**src/rtl/phy_tx_lane_arbiter.sv**
```systemverilog
// Burst-based round-robin arbiter that drains four registered-read lane FIFOs
// onto a single byte stream with a fixed two-cycle pop-to-valid latency.
module phy_tx_lane_arbiter #(
  parameter int BURST_LEN = 4,
  parameter int CNT_W     = 8
) (
  input  logic             clk,
  input  logic             reset,
  input  logic             enable,
  input  logic             pause,
  input  logic [3:0]       empty,
  input  logic [7:0]       data_in0,
  input  logic [7:0]       data_in1,
  input  logic [7:0]       data_in2,
  input  logic [7:0]       data_in3,
  output logic [3:0]       pop,
  output logic [7:0]       data_out,
  output logic             valid_out,
  output logic [1:0]       grant_id,
  output logic             active
);

  typedef enum logic {
    IDLE,
    BURST
  } state_t;

  state_t           state;
  state_t           state_nxt;
  logic [1:0]       rr_ptr;
  logic [1:0]       rr_ptr_nxt;
  logic [1:0]       grant_nxt;
  logic [1:0]       pick;
  logic [CNT_W-1:0] burst_cnt;
  logic [CNT_W-1:0] burst_cnt_nxt;
  logic             any_ready;
  logic             pop_now;
  logic             burst_last;
  logic             pop_d;
  logic [1:0]       lane_d;
  logic [7:0]       lane_data;

  // Scan downwards so the lane closest to rr_ptr is the last (winning) assignment.
  always_comb begin
    pick = rr_ptr;
    for (int i = 3; i >= 0; i--) begin
      if (!empty[rr_ptr + 2'(i)]) begin
        pick = rr_ptr + 2'(i);
      end
    end
  end

  assign any_ready  = (empty != 4'hF);
  assign pop_now    = (state == BURST) && enable && !pause && !empty[grant_id];
  assign burst_last = (burst_cnt == CNT_W'(BURST_LEN - 1));
  assign pop        = pop_now ? (4'b0001 << grant_id) : 4'b0000;
  assign active     = (state == BURST);

  always_comb begin
    state_nxt     = state;
    grant_nxt     = grant_id;
    burst_cnt_nxt = burst_cnt;
    rr_ptr_nxt    = rr_ptr;
    case (state)
      IDLE: begin
        if (enable && !pause && any_ready) begin
          grant_nxt     = pick;
          burst_cnt_nxt = '0;
          state_nxt     = BURST;
        end
      end
      BURST: begin
        if (pop_now) begin
          burst_cnt_nxt = burst_cnt + CNT_W'(1);
        end
        // pause outranks empty: a paused burst never ends on an empty lane
        if (!enable || (pop_now && burst_last) || (!pause && empty[grant_id])) begin
          state_nxt  = IDLE;
          rr_ptr_nxt = grant_id + 2'd1;
        end
      end
      default: state_nxt = IDLE;
    endcase
  end

  always_ff @(posedge clk or negedge reset) begin
    if (!reset) begin
      state     <= IDLE;
      rr_ptr    <= 2'd0;
      burst_cnt <= '0;
      grant_id  <= 2'd0;
    end else begin
      state     <= state_nxt;
      rr_ptr    <= rr_ptr_nxt;
      burst_cnt <= burst_cnt_nxt;
      grant_id  <= grant_nxt;
    end
  end

  always_comb begin
    case (lane_d)
      2'd0:    lane_data = data_in0;
      2'd1:    lane_data = data_in1;
      2'd2:    lane_data = data_in2;
      default: lane_data = data_in3;
    endcase
  end

  // The FIFO presents read data one cycle after pop, so lane_d remembers whose data arrives.
  always_ff @(posedge clk or negedge reset) begin
    if (!reset) begin
      pop_d     <= 1'b0;
      lane_d    <= 2'd0;
      valid_out <= 1'b0;
      data_out  <= 8'h00;
    end else begin
      pop_d     <= pop_now;
      lane_d    <= grant_id;
      valid_out <= pop_d;
      if (pop_d) begin
        data_out <= lane_data;
      end
    end
  end

endmodule

```
**config.mk**
```make
export PLATFORM = sky130hd
export DESIGN_NAME = phy_tx_lane_arbiter
export DESIGN_NICKNAME = d
export VERILOG_FILES = /design/src/rtl/phy_tx_lane_arbiter.sv
export SDC_FILE = /design/constraint.sdc
export NUM_CORES = 1
export LEC_CHECK = 0
export BUFFER_PORTS_ARGS = -buffer_cell sky130_fd_sc_hd__buf_2
export CORE_ASPECT_RATIO = 1.5
export CORE_MARGIN = 8
export CORE_UTILIZATION = 38
export DETAILED_ROUTE_END_ITERATION = 8
export PLACE_DENSITY_LB_ADDON = 0.25
export SYNTH_ARGS = -nofsm -noshare
export SYNTH_HDL_FRONTEND = slang
export SYNTH_SLANG_ARGS = --single-unit
```
**constraint.sdc**
```tcl
create_clock -name clk -period 3.9 [get_ports clk]
set_clock_uncertainty 0.05 [all_clocks]
set_input_delay 0.39 -clock clk [delete_from_list [all_inputs] [get_ports clk]]
set_output_delay 0.39 -clock clk [all_outputs]
set_load 0.005 [all_outputs]
```
== Word level (Yosys, flattened, before mapping) ==
Cells that the tools add are included.

* Bits in registers: 25
* Input port bits: 40
* Word-level logic and storage cells: 64

* Add/subtract/negate cells: 5
* Order comparisons: 5
* Eq/ne operators: 6
* Shift operators: 1
* Muxes and demuxes: 22
* Bitwise logic cells: 1
* Reductions and logical operators: 16

{| class="wikitable"
|+ Operators with widths
! cell !! count
|-
| $pmux W8 S3 || 1
|-
| $mux W8 || 2
|-
| $pmux W8 S2 || 1
|-
| $lt A2 B3 Y1 const B || 5
|-
| $bmux W1 S2 || 5
|-
| $add A8 B1 Y8 const B || 1
|-
| $eq A8 B2 Y1 const B || 1
|-
| $mux W2 || 4
|-
| $logic_and A1 B1 Y1 || 7
|-
| $mux W1 || 7
|-
| $reduce_and A2 Y1 || 3
|-
| $add A2 B1 Y2 const B || 2
|-
| $add A2 B2 Y2 const B || 2
|-
| $mux W4 || 1
|-
| $ne A4 B4 Y1 const B || 1
|-
| $shl A1 B2 Y4 const A || 1
|-
| $logic_not A1 Y1 || 3
|-
| $eq A2 B1 Y1 const B || 1
|-
| $eq A2 B2 Y1 const B || 1
|-
| $logic_not A2 Y1 || 1
|-
| $logic_or A1 B1 Y1 || 2
|-
| $ne A2 B1 Y1 const B || 1
|-
| $ne A2 B2 Y1 const B || 1
|-
| $pmux W1 S2 || 1
|-
| $not A1 Y1 || 1
|}

== Longest topological paths before layout ==
Gate-level depths: netlist (run 1).

* Depth after elaboration: 9
* Mapped depth: 5
* Gate-level depth less buffers: 5

== Least setup slack after synthesis (run 1) ==
OpenSTA, ideal clock, no wires.

* Kind: reg2reg
* Start: register grant_id[0]
* End: register rr_ptr[0]
* Data arrival time: 2111 ps
* Data required time: 3725 ps
* Path slack: 1614 ps
* Stages on the path, launching flop included: 5
* Path buffers: 0
* Period minus slack after synthesis: 2286 ps
* Cell sequence: dfrtp_1 -> mux4_2 -> or4_4 -> a31o_1 -> mux2_4

* Longest elaborated chain between the ends: 8
* Elaborated cells on any way between the ends: 10
* Those cells by class: 1 x add/sub; 2 x mux; 7 x reduce/logical

{| class="wikitable"
|+ RTL lines
! what !! line !! text
|-
| from (decl) || 19 || <nowiki>output logic [1:0] grant_id,</nowiki>
|-
| from (signal assigned) || 96 || <nowiki>grant_id <= grant_nxt;</nowiki>
|-
| $bmux W1 S2 || 54, 77 ||
|-
| $mux W1 (implied by the code) || 54, 77 ||
|-
| $logic_not A1 Y1 || 54 || <nowiki>assign pop_now = (state == BURST) && enable && !pause && !empty[grant_id];</nowiki>
|-
| $logic_and A1 B1 Y1 || 54 ||
|-
| $logic_and A1 B1 Y1 || 77 || <nowiki>if (!enable || (pop_now && burst_last) || (!pause && empty[grant_id])) begin</nowiki>
|-
| $logic_or A1 B1 Y1 (2 in series) || 77 ||
|-
| $reduce_and A2 Y1 (no source line) || -- ||
|-
| to (signal assigned) || 94 || <nowiki>rr_ptr <= rr_ptr_nxt;</nowiki>
|-
| to (decl) || 30 || <nowiki>logic [1:0] rr_ptr;</nowiki>
|}

Parallel ways exist; a longest one is shown, timed or not. The select of a mux whose other input is x is not followed.
A chain may end at the register's enable or synchronous reset.

== Worst setup path after layout (run 1) ==
* Start: register grant_id[0]
* End: output pop[1]

* Longest elaborated chain between the ends: 5
* Elaborated cells on any way between the ends: 6
* Those cells by class: 1 x shift; 3 x mux; 2 x reduce/logical

{| class="wikitable"
|+ RTL lines
! what !! line !! text
|-
| $bmux W1 S2 || 54 ||
|-
| $mux W1 (implied by the code) || 54 ||
|-
| $logic_not A1 Y1 || 54 ||
|-
| $logic_and A1 B1 Y1 || 54 ||
|-
| via pop_now || 37 || <nowiki>logic pop_now;</nowiki>
|-
| $mux W4 || 56 || <nowiki>assign pop = pop_now ? (4'b0001 << grant_id) : 4'b0000;</nowiki>
|-
| to (decl) || 16 || <nowiki>output logic [3:0] pop,</nowiki>
|}

The timed path passes the listed nets, and every way through them passes these cells. The select of a mux whose other input is x is not followed.

==> impl_metrics.json, run 1 <==
{
  "cp.arrival_ns": 2.12,
  "synth_top_area_cell": "dfrtp_1",
  "syn_to_final_growth_pct": 26.1,
  "cts.sinks": 25,
  "pwr-share-clk_pct": 18.2,
  "gp_congestion": 0.799,
  "synthFlopType": "dfrtp_1",
  "final.min_clock_period_ns": 2.56,
  "nets": 217,
  "yosys-top-cells-area": "dfrtp_1 (45%), mux4_2 (15%), mux2_2 (6.5%), ha_1 (4.5%), nand2_1 (3.0%)",
  "worst_pin_slew_ns": 0.560,
  "grt_remaining_overflow": 0,
  "synth_warnings": 0,
  "slew_headroom_pct": 62.7,
  "antenna_found_initial": 0,
  "rsz0062_at_grt": "false",
  "vdd_drop_max_uv": 291,
  "syn_avg_cell_area_sq_um": 12.0,
  "ff2ff_path_depth": 4,
  "synth.cell_area_sq_um": 1400,
  "cp_max_fo": 8,
  "ctsResizeCount": 0,
  "drc": 0,
  "place_hpwl_mm": 2.80,
  "die-height_microns": 90.2,
  "first_pass_iters": 4,
  "tns_ns": 0,
  "seq_area_frac_synth_pct": 44.8,
  "p_per_area_nw_per_um2": 503,
  "seq_power_share_pct": 47.8,
  "synth_cells": 116,
  "ys_types": 34,
  "yosysMostFrequentCell": "dfrtp_1",
  "internal-power_mw": 0.602,
  "grt_max_degree": 26,
  "hold_viol": 0,
  "synth_fp_nets": 161,
  "hp-class": "in2async",
  "drive_above_1_share_pct": 47.4,
  "die_w_microns": 65.5,
  "synth-edff-count": 0,
  "drv_cap": 0,
  "clock_latency_ns": 0.27,
  "startpoint_type": "register",
  "clock_path_buffers": 2,
  "required_ns": 3.46,
  "htree_num_levels": 1,
  "timing.final.crit_share_pct": 65.7,
  "p_comb_share_pct": 33.9,
  "crit-reg2reg-launch": "grant_id[0]",
  "crit_path_end_kind": "output port",
  "rrSetupSlack_ns": 1.49,
  "path_class": "reg2out",
  "wl_mm": 3.43,
  "vias": 1151,
  "synth_top_area_share_pct": 44.8,
  "status": "finished clean",
  "globalRouteMet3Util_pct": 3.23,
  "start_util_pct": 39.0,
  "post-cts-setup-buffers": 0,
  "holdBufCountCts": 0,
  "cts_made_buffers": 3,
  "top_level_ports": 56,
  "ys_async_sr_fraction_pct": 100,
  "netlist_top_cells_count": "dfrtp_1 (25), nand2_1 (11), mux4_2 (9), mux2_2 (8)",
  "tritoncts": "yes",
  "port_buffers": 55,
  "p_leak_nw": 0.866,
  "fmax_ghz": 0.390,
  "wire_per_inst_microns": 16.0,
  "ant_nets": 0,
  "setup_viol": 0,
  "design.core.area_sq_um": 3580,
  "busiest_layer": "met2",
  "die_area_sq_um": 5910,
  "antennaDiodeCount": 0,
  "finalMaxSlewViolations": 0,
  "use_met1_pct": 13.9,
  "cts_root_buffer": "clkbuf_8",
  "path_clk_slew_ns": 0.10,
  "switching_power_mw": 0.283,
  "grt_pass1_vias": 1254,
  "r2r-end": "rr_ptr[1]",
  "grtUsageMet2_pct": 19.9,
  "grt_first_pass_wirelength_mm": 5.75,
  "ys_ff_latch": 25,
  "via_per_inst": 5.38,
  "drt_iter0_drc": 41,
  "track_usage_pct": 11.8,
  "whs_ns": 0.0465,
  "rows": 27,
  "totalPowerFinal_mw": 0.885,
  "switching_share_pct": 31.9
}
[critical path: stages (launching register included)]
cell and delay, ns:
dfrtp_1 0.50, mux4_2 0.61, or2_2 0.37, inv_2 0.13, and2_1 0.14, buf_2 0.10
[metal layers]
layer  part of all wire [%]  routed length, microns  vias up
li1                       -                       -      543
met1                     40                    1360      553
met2                     49                    1680       49
met3                     10                     343        6
met4                    1.4                      48        0
met5                      0                       0        -
[cells by family after synthesis]
| group | synth area share, % |
|---|---|
| AND/OR/NAND/NOR | 14.8 |
| flip-flops | 44.8 |
| multiplexers | 24.6 |
| AO/OA/AOI/OAI | 6.73 |
| buffers and inverters | 2.69 |
| adder cells (fa/ha/maj) | 4.48 |
| XOR/XNOR | 1.88 |
[cells in the final DEF (no fill, tap or decap), drive strengths merged, types with 3 or more instances in the layout]
| master | synthesis | routed |
|---|---|---|
| mux4 | 9 | 9 |
| dfrtp | 25 | 25 |
| and2 | 5 | 5 |
| mux2 | 10 | 10 |
| nand3 | 4 | 4 |
| nor2 | 5 | 5 |
| clkbuf | 3 | 3 |
| buf | 1 | 55 |
| nand2 | 11 | 11 |
| ha | 5 | 5 |
| xnor2 | 3 | 3 |
| inv | 6 | 7 |
| o21ai | 5 | 5 |
[worst max path at each step]
| stage | startpoint | end | slack, ns | cells after the start |
|---|---|---|---|---|
| 5_1_grt | grant_id[0] | pop[3] | 1.23 | 5 |
| 3_3_place_gp | empty[3] | rr_ptr[1] | 1.57 | 5 |
| 4_1_cts | grant_id[0] | pop[1] | 1.32 | 5 |
| 6_report | grant_id[0] | pop[1] | 1.34 | 5 |
| 3_5_place_dp | grant_id[0] | rr_ptr[1] | 1.51 | 4 |
| 2_1_floorplan | grant_id[0] | rr_ptr[0] | 1.61 | 4 |
[power by group through the flow]
stage	registers (mW)	logic (mW)	clock network, mW
detailed placement	0.430	0.307	0
finish	0.423	0.300	0.161
global placement	0.424	0.299	0
CTS	0.425	0.306	0.170
global route	0.440	0.335	0.180
floorplan	0.392	0.220	0
[stage by stage]
| stage | utilization [%] | cells | cell area [sq um] | setup WS [ns] |
|---|---|---|---|---|
| after detailed placement | 47.7 | 210 | 1710 | 1.51 |
| after global placement | 47.7 | 210 | 1710 | 1.57 |
| final | 49.1 | 214 | 1760 | 1.34 |
| after CTS | 49.1 | 214 | 1760 | 1.32 |
| after floorplan | - | 116 | 1400 | 1.61 |
| after global routing | 49.1 | 214 | 1760 | 1.23 |
[flip-flops by register name, indices dropped and copies added (netlist names)]
| signal | count |
|---|---|
| active | 1 |
| burst_cnt | 8 |
| data_out | 8 |
| grant_id | 2 |
| lane_d | 2 |
| pop_d | 1 |
| rr_ptr | 2 |
| valid_out | 1 |
[layout make-up]
class / count / area, sq um
inverter: 6 / 22.5
multi-input combinational: 81 / 732
fill: 351 / 1820
clock buffer: 3 / 41.3
sequential: 25 / 626
tap: 43 / 53.8
timing repair buffer: 55 / 275
clock inverter: 1 / 8.76
(Power assumes the default switching activity.)
==> run 2, diff against run 1 <==
--- a/config.mk
+++ b/config.mk
@@ -5,6 +5,7 @@
 export SDC_FILE = /design/constraint.sdc
 export NUM_CORES = 1
 export LEC_CHECK = 0
+export ABC_AREA = 1
 export BUFFER_PORTS_ARGS = -buffer_cell sky130_fd_sc_hd__buf_2
 export CORE_ASPECT_RATIO = 1.5
 export CORE_MARGIN = 8
==> constraint.sdc (replaced) <==
create_clock -name clk -period 2.1 [get_ports clk]
set_clock_uncertainty 0.05 [all_clocks]
set_input_delay 0.21 -clock clk [delete_from_list [all_inputs] [get_ports clk]]
set_output_delay 0.21 -clock clk [all_outputs]
set_load 0.005 [all_outputs]
==> impl_metrics.json, run 2 <==
{
  "synth_top_family_by_area": "simple AND/OR/NAND/NOR gates",
  "drive_above_1_share_pct": 26.5,
  "synth.cell_area_sq_um": 1630,
  "grt_pass1_vias": 1694,
  "ctsResizeCount": 0,
  "die-height_microns": 96.3,
  "final.min_clock_period_ns": 1.92,
  "cts_root_buffer": "clkbuf_8",
  "antennaDiodeCount": 0,
  "die_area_sq_um": 6690,
  "whs_ns": 0.171,
  "timing.final.crit_share_pct": 91.3,
  "drv_cap": 0,
  "final_cell_mix": "nand2_1 (79), buf_2 (55), inv_1 (27)",
  "synth-edff-count": 0,
  "antenna_found_initial": 0,
  "clock_latency_ns": 0.27,
  "yosysMostFrequentCell": "nand2_1",
  "required_ns": 1.84,
  "grt_first_pass_wirelength_mm": 7.66,
  "synthMuxAreaShare_pct": 0,
  "ant_nets": 0,
  "rsz0062_at_grt": "false",
  "grt_remaining_overflow": 0,
  "reg_top3": "burst_cnt x8, data_out x8",
  "layout_commonest_cell": "nand2_1",
  "path_clk_slew_ns": 0.09,
  "die_w_microns": 69.5,
  "synthFlopType": "dfrtp_1",
  "track_usage_pct": 13.8,
  "path_class": "reg2out",
  "p_leak_nw": 1.12,
  "wl_mm": 4.41,
  "port_buffers": 55,
  "worst_pin_slew_ns": 0.565,
  "netlist_top_cells_count": "nand2_1 (79), inv_1 (27), dfrtp_1 (25), nand3_1 (20), nor2_1 (16)",
  "synth_top_area_cell": "dfrtp_1",
  "clock_path_buffers": 2,
  "drt_iter0_drc": 90,
  "fin_util_pct": 47.8,
  "hp-class": "in2reg",
  "ys_ff_latch": 25,
  "fillers": 447,
  "synth_fp_nets": 280,
  "cts_made_buffers": 3,
  "multi_input_area_sq_um": 861,
  "startpoint_type": "register",
  "place_hpwl_mm": 3.58,
  "gp_congestion": 0.818,
  "drc": 0,
  "synth_top_area_share_pct": 38.3,
  "nets": 337,
  "wire_per_inst_microns": 13.1,
  "ys_async_sr_fraction_pct": 100,
  "yosys-top-cells-area": "dfrtp_1 (38%), nand2_1 (18%), inv_1 (6.2%), nand3_1 (6.1%), a31oi_1 (3.8%)",
  "slew_headroom_pct": 62.3,
  "crit_path_end_kind": "output port",
  "area.sequential_sq_um": 626,
  "cp_max_fo": 11,
  "syn_to_final_growth_pct": 22.2,
  "setup_viol": 0,
  "via_per_inst": 4.91,
  "cts.sinks": 25,
  "fmax_ghz": 0.522,
  "synth_warnings": 0,
  "top_level_ports": 56,
  "start_util_pct": 39.1,
  "seq_area_frac_synth_pct": 38.3,
  "hold_viol": 0,
  "yosys.area_share.simple_pct": 38.2,
  "synth_xor_area_share_pct": 0,
  "synth_fa_ha_area_share_pct": 3.83,
  "synth_compound_area_share_pct": 10.7,
  "tns_ns": 0,
  "vias": 1655,
  "syn_avg_cell_area_sq_um": 6.95,
  "tritoncts": "yes",
  "rows": 29,
  "status": "finished clean",
  "first_pass_iters": 4,
  "totalPowerFinal_mw": 2.17,
  "htree_num_levels": 1,
  "vdd_drop_max_uv": 599,
  "p_per_area_nw_per_um2": 1090,
  "cp.arrival_ns": 1.66,
  "synth_cells": 235,
  "ys_types": 24,
  "design.core.area_sq_um": 4170,
  "rrSetupSlack_ns": 0.36,
  "grt_max_degree": 26,
  "finalMaxSlewViolations": 0
}
## run 2: changes by cell type in the layout (fill, tap and decap cells not counted), moves of 9 or more
cell,change
mux4_2,-9
a31oi_1,+10
inv_1,+22
o21ai_1,+9
nand3_1,+16
nand2_1,+68
nor2_1,+11
## run 2: path summary, 6_finish.rpt
path / to / cells past startpoint / startpoint
setup / recovery: pop[0] / 7 / grant_id[0]
min in group asynchronous: data_out[5] / 2 / reset
hold / removal: data_out[6] / 3 / data_in3[6]
setup reg to reg: rr_ptr[0] / 11 / grant_id[0]
hold reg to reg: data_out[0] / 2 / data_out[0]
max in group asynchronous: lane_d[1] / 2 / reset
## run 2: cell families (layout without fill, tap and decap cells)
| group | count (synthesis) | in the layout |
|---|---|---|
| AOI/OAI and AO/OA | 31 | 31 |
| buffers and inverters | 36 | 92 |
| and+or+nand+nor | 138 | 138 |
| DFF | 25 | 25 |
| adders and majority gates | 5 | 5 |
## run 2: final cells by class
class                      count  area share [%]
sequential                    25            31.3
timing repair buffer          56            14.3
tap                           46            2.88
clock inverter                 1           0.251
clock buffer                   3            2.07
multi-input combinational    174            43.1
inverter                      32            6.02
## run 2: repair_timing
action,CTS,global route
hold buffers,1,0
hold endpoints to repair,25,0
setup buffers,0,0
## run 2: layer usage
layer	global-route usage (%)	up-vias	routed length, microns
met2	27.7	30	2480
met3	1.75	4	124
met1	14.1	753	1750
met4	5.15	0	60
met5	0	-	0
li1	-	868	-
## run 2: power by group
| part | internal [mW] | total (mW) | switching [mW] |
|---|---|---|---|
| clock network | 0.133 | 0.291 | 0.158 |
| logic | 0.417 | 1.04 | 0.623 |
| registers | 0.630 | 0.837 | 0.206 |
## run 2: stage by stage
stage / std cells / instance area, sq um / setup slack, ns
after floorplan: 235 / 1630 / 0.729
after global placement: 332 / 1940 / 0.367
after detailed placement: 332 / 1940 / 0.354
after CTS: 337 / 2000 / 0.154
after global routing: 337 / 2000 / 0.0661
final: 337 / 2000 / 0.184
## run 2: critical path, cell delays in order (launching register included)
cell,delay (ns)
dfrtp_1,0.51
inv_2,0.13
nand2_2,0.08
nand3_2,0.06
nand2_2,0.09
nand2_2,0.16
nor2_1,0.20
buf_2,0.15
